### config.mk
export PLATFORM = sky130hd
export DESIGN_NAME = alu_mul_seq
export DESIGN_NICKNAME = d
export VERILOG_FILES = /design/src/rtl/alu_mul_seq.sv
export SDC_FILE = /design/constraint.sdc
export NUM_CORES = 1
export LEC_CHECK = 0
export ABC_CLOCK_PERIOD_IN_PS = 2500
export CAP_MARGIN = 15
export CORE_AREA = 4 4 124 126
export DETAILED_ROUTE_END_ITERATION = 6
export DIE_AREA = 0 0 128 130
export PLACE_DENSITY = 0.9
export SLEW_MARGIN = 20
export SYNTH_ARGS = -nofsm -noshare
export SYNTH_HDL_FRONTEND = slang
export SYNTH_SLANG_ARGS = --single-unit
### constraint.sdc
create_clock -name clk -period 2.5 [get_ports clk]
set_clock_uncertainty 0.1 [all_clocks]
set_input_delay 0.5 -clock clk [delete_from_list [all_inputs] [get_ports clk]]
set_output_delay 0.5 -clock clk [all_outputs]
set_load 0.005 [all_outputs]
### src/rtl/alu_mul_seq.sv
// alu_mul_seq: shift-and-add multiplier that time-shares an external N-bit ALU
module alu_mul_seq #(
    parameter int N = 32
) (
    input  logic         clk,
    input  logic         rst_n,
    input  logic         start,
    input  logic [N-1:0] op_a,
    input  logic [N-1:0] op_b,
    output logic         busy,
    output logic         done,
    output logic [N-1:0] product,
    output logic [2:0]   alu_sel,
    output logic [N-1:0] alu_a,
    output logic [N-1:0] alu_b,
    input  logic [N-1:0] alu_result
);
    localparam logic [2:0] SEL_ADD = 3'b000;
    localparam logic [2:0] SEL_SHL = 3'b001;
    localparam logic [2:0] SEL_SHR = 3'b101;
    localparam logic [N-1:0] ONE = {{(N-1){1'b0}}, 1'b1};

    typedef enum logic [2:0] {IDLE, TEST, ADD, SHL, SHR, DONE} state_t;

    state_t state, state_nx;
    logic [N-1:0] mcand, mplier, acc, product_q;

    // state register and datapath registers; each ALU state writes back its own result
    always_ff @(posedge clk or negedge rst_n) begin
        if (!rst_n) begin
            state     <= IDLE;
            mcand     <= '0;
            mplier    <= '0;
            acc       <= '0;
            product_q <= '0;
        end else begin
            state <= state_nx;
            case (state)
                IDLE: if (start) begin
                    mcand  <= op_a;
                    mplier <= op_b;
                    acc    <= '0;
                end
                ADD:  acc       <= alu_result;
                SHL:  mcand     <= alu_result;
                SHR:  mplier    <= alu_result;
                DONE: product_q <= acc;
                default: ;
            endcase
        end
    end

    // next state plus ALU drive, all decoded from the registered state
    always_comb begin
        state_nx = state;
        alu_sel  = SEL_ADD;
        alu_a    = '0;
        alu_b    = '0;
        case (state)
            IDLE: state_nx = start ? TEST : IDLE;
            TEST: state_nx = (mplier == '0) ? DONE : (mplier[0] ? ADD : SHL);
            ADD: begin
                alu_a    = acc;
                alu_b    = mcand;
                state_nx = SHL;
            end
            SHL: begin
                alu_sel  = SEL_SHL;
                alu_a    = mcand;
                alu_b    = ONE;
                state_nx = SHR;
            end
            SHR: begin
                alu_sel  = SEL_SHR;
                alu_a    = mplier;
                alu_b    = ONE;
                state_nx = TEST;
            end
            DONE: state_nx = IDLE;
            default: state_nx = IDLE;
        endcase
    end

    assign busy    = (state != IDLE);
    assign done    = (state == DONE);
    assign product = (state == DONE) ? acc : product_q;
endmodule

==> results.py <==
metrics = {
    "outcome": {
        "status": "complete, but fails checks",
        "violations": "negative setup slack",
    },
    "critical_path": {
        "critical_path_required_ns": 1.90,
        "crit_start": "state[2]$_DFF_PN0_",
        "cp.buffers_inverters": 7,
        "worst_ep_arrival_time_ns": 2.11,
        "cp_max_fo": 6,
        "path_class": "reg -> out",
        "worst_path_max_delay_cell": "dfrtp_1",
        "r2r-start": "state[1]$_DFF_PN0_",
        "critPathLaunchType": "register",
        "path_delay_family": "buffers and inverters",
        "critPathMostFrequentCell": "buf_12",
        "endpoint_kind": "primary output",
        "cp_cell_sequence": "buf_4 -> buf_6 -> nor2b_4 -> and2_4 -> buf_12 -> buf_12 -> buf_12 -> buf_12 -> nand2_1 -> o21ai_1 -> buf_2",
        "max_stage_delay_ns": 0.40,
    },
    "placed_design": {
        "dp_hpwl_mm": 14.50,
        "gp_congestion": 0.8385,
        "dpl_worst_slack_ns": -0.04585,
        "portBuffers": 198,
    },
    "yosys": {
        "syn_avg_cell_area_um2": 9.811,
        "yosys.area.top_type": "dfrtp_1",
        "synth_area_leaders": "dfrtp_1 (50%), mux2i_1 (9.8%), nand2_1 (9.2%)",
        "synth_fp_nets": 767,
        "yosysSeqAreaShare": 0.5002,
        "synth_edf_count": 0,
        "syn_area_mm2": 0.006554,
        "async_reset_ff_frac": 1.000,
        "ys_ff_latch": 131,
        "synth_cells": 668,
        "synth_warnings": 0,
        "synthFlopType": "dfrtp_1",
        "synth.distinct_cells": 30,
        "synth_top_area_frac": 0.5002,
    },
    "global_routing": {
        "grt_use_total": 0.2903,
        "overflow": 0,
        "met1_usage": 0.3390,
        "grt_pass1_wl_mm": 36.97,
        "grt_pass1_vias": 6781,
        "busiest_layer": "met2",
        "met2_usage": 0.5065,
        "grt_use_met3": 0.06754,
        "antenna_found_initial": 0,
        "grt_max_degree": 58,
    },
    "detailed_routing": {
        "dr_total_vias": 6565,
        "wl_per_cell_um": 21.74,
        "drtIter0Drc": 539,
        "drc_errors": 0,
        "drt-pass1-iter-count": 5,
        "drt_wl_total_mm": 24.92,
        "antenna_left": 0,
        "routed_via_density": 5.729,
    },
    "cells_and_area": {
        "fillers": 906,
        "drive_above_1_share": 0.3025,
        "nets": 1048,
        "syn_to_final_growth_pct": 61.93,
        "n_antenna_cell": 0,
        "regArea_mm2": 0.003278,
        "multiInputGateArea_mm2": 0.003102,
    },
    "timing": {
        "maxSlewHeadroom": 0.6626,
        "tns_ns": -9.876,
        "fin_crit_sh": 1.085,
        "max_clock_freq_mhz": 368.7,
        "worst_pin_slew_ns": 0.4933,
        "layout_setup_ws_ns": -0.2122,
        "min_period_ns": 2.712,
        "drv_slew": 0,
        "holdWs_ns": 0.4026,
        "finalHoldViolCount": 0,
        "grt_setup_unrepaired": "true",
        "finalSetupViolations": 87,
    },
    "die": {
        "core-area_mm2": 0.01431,
        "die_area_mm2": 0.01664,
        "die_y_um": 130,
        "num_io_pins": 200,
        "num_rows": 44,
        "start_util": 0.4579,
        "dieWidth_um": 128,
    },
    "clocking": {
        "clock_sinks": 131,
        "cts_root_buffer": "clkbuf_16",
        "htreeDepth": 4,
        "clock_latency_ns": 0.42,
        "clockBufferDepth": 2,
        "cts_buffers": 17,
        "clk_pin_slew_ns": 0.06,
        "cts_tree": "done",
    },
    "job": {
        "cap_viol_max_count": 0,
    },
    "power": {
        "power_density_mw_per_mm2": 1413,
        "peakVddDrop_v": 0.0008014,
        "leakage_nw": 4.843,
    },
    "worst_hold_path": {
        "hp-class": "reg -> reg",
        "hp-start": "product_q[28]$_DFF_PN0_",
    },
}
==> worst paths after layout <==
path / endpoint / depth (start not counted) / slack, ns
setup / recovery: alu_a[22] / 11 / -0.21
hold / removal: product_q[28]$_DFF_PN0_ / 1 / 0.40
setup reg to reg: mcand[28]$_DFFE_PN0P_ / 13 / 0.29
hold reg to reg: product_q[28]$_DFF_PN0_ / 1 / 0.40
max in group asynchronous: mcand[17]$_DFFE_PN0P_ / 3 / 1.17
min in group asynchronous: mcand[5]$_DFFE_PN0P_ / 2 / 0.48
==> cell usage in the layout (no fill, tap or decap), drive strengths merged, types with 8 or more instances in the layout <==
cell type and n:
nor4 8, clkbuf 36, o21ai 130, buf 181, mux2 32, mux2i 64, and2 33, a22oi 32
dlygate4sd2 21, clkdlybuf4s50 97, dfrtp 131, nand2 161
==> kinds of logic (layout without fill, tap and decap cells) <==
logic type | after synthesis | after routing | synth area share
and+or+nand+nor | 215 | 215 | 0.1420
AOI/OAI and AO/OA | 166 | 166 | 0.1407
DFF | 131 | 131 | 0.5002
muxes | 96 | 96 | 0.1693
buffers and inverters | 59 | 353 | 0.04716
other | 1 | 1 | 0.0005722
==> sequential cells by signal, indices dropped and copies added, names as in the netlist <==
name	count
acc	32
mcand	32
mplier	32
product_q	32
state	3
==> area by class of cell <==
cell class / instances / share of cell area
Multi-Input combinational cell: 478 / 0.2923
Inverter: 3 / 0.001061
Tap cell: 184 / 0.02169
Clock inverter: 11 / 0.02169
Clock buffer: 21 / 0.04244
Sequential cell: 131 / 0.3089
Timing Repair Buffer: 318 / 0.3120
==> metal layers <==
metal  up-vias  wire length, um
li1       2874                -
met1      3257             9346
met2       362            12840
met3        72             1860
met4         0              870
met5         -                0
==> synth_stat cells (2+ instances only) <==
library cell / n
buf_6: 8
nor3_1: 2
clkbuf_1: 34
inv_2: 2
buf_2: 10
a22oi_1: 32
and3_1: 2
nand2_1: 161
mux2i_1: 64
nand4_1: 2
and2_1: 32
mux2_4: 29
o21ai_0: 60
dfrtp_1: 131
nor4_1: 8
nor2_1: 3
mux2_1: 3
o21ai_1: 70
buf_4: 4
==> metrics by stage <==
step | util | area [um^2] | total power [W] | instances
2_1_floorplan | - | 6554 | 0.006982 | 668
3_3_place_gp | 0.6212 | 8892 | 0.009964 | 1029
3_5_place_dp | 0.6212 | 8892 | 0.01023 | 1029
4_1_cts | 0.7312 | 10470 | 0.01444 | 1132
5_1_grt | 0.7414 | 10610 | 0.01574 | 1146
6_report | 0.7414 | 10610 | 0.01500 | 1146
==> timing repair <==
action	CTS	global route
endpoints found under the setup margin	99	93
gates cloned	10	3
gates resized for setup	400	49
pin swaps	9	6
buffers inserted	60	19
hold buffers	1	0
hold endpoints to repair	38	0
==> where the power goes <==
group | switching (W) | internal, W
clock network | 0.000928 | 0.00199
registers | 0.000832 | 0.00319
logic | 0.00366 | 0.00441
No activity file was read; power rests on OpenSTA's default activity.
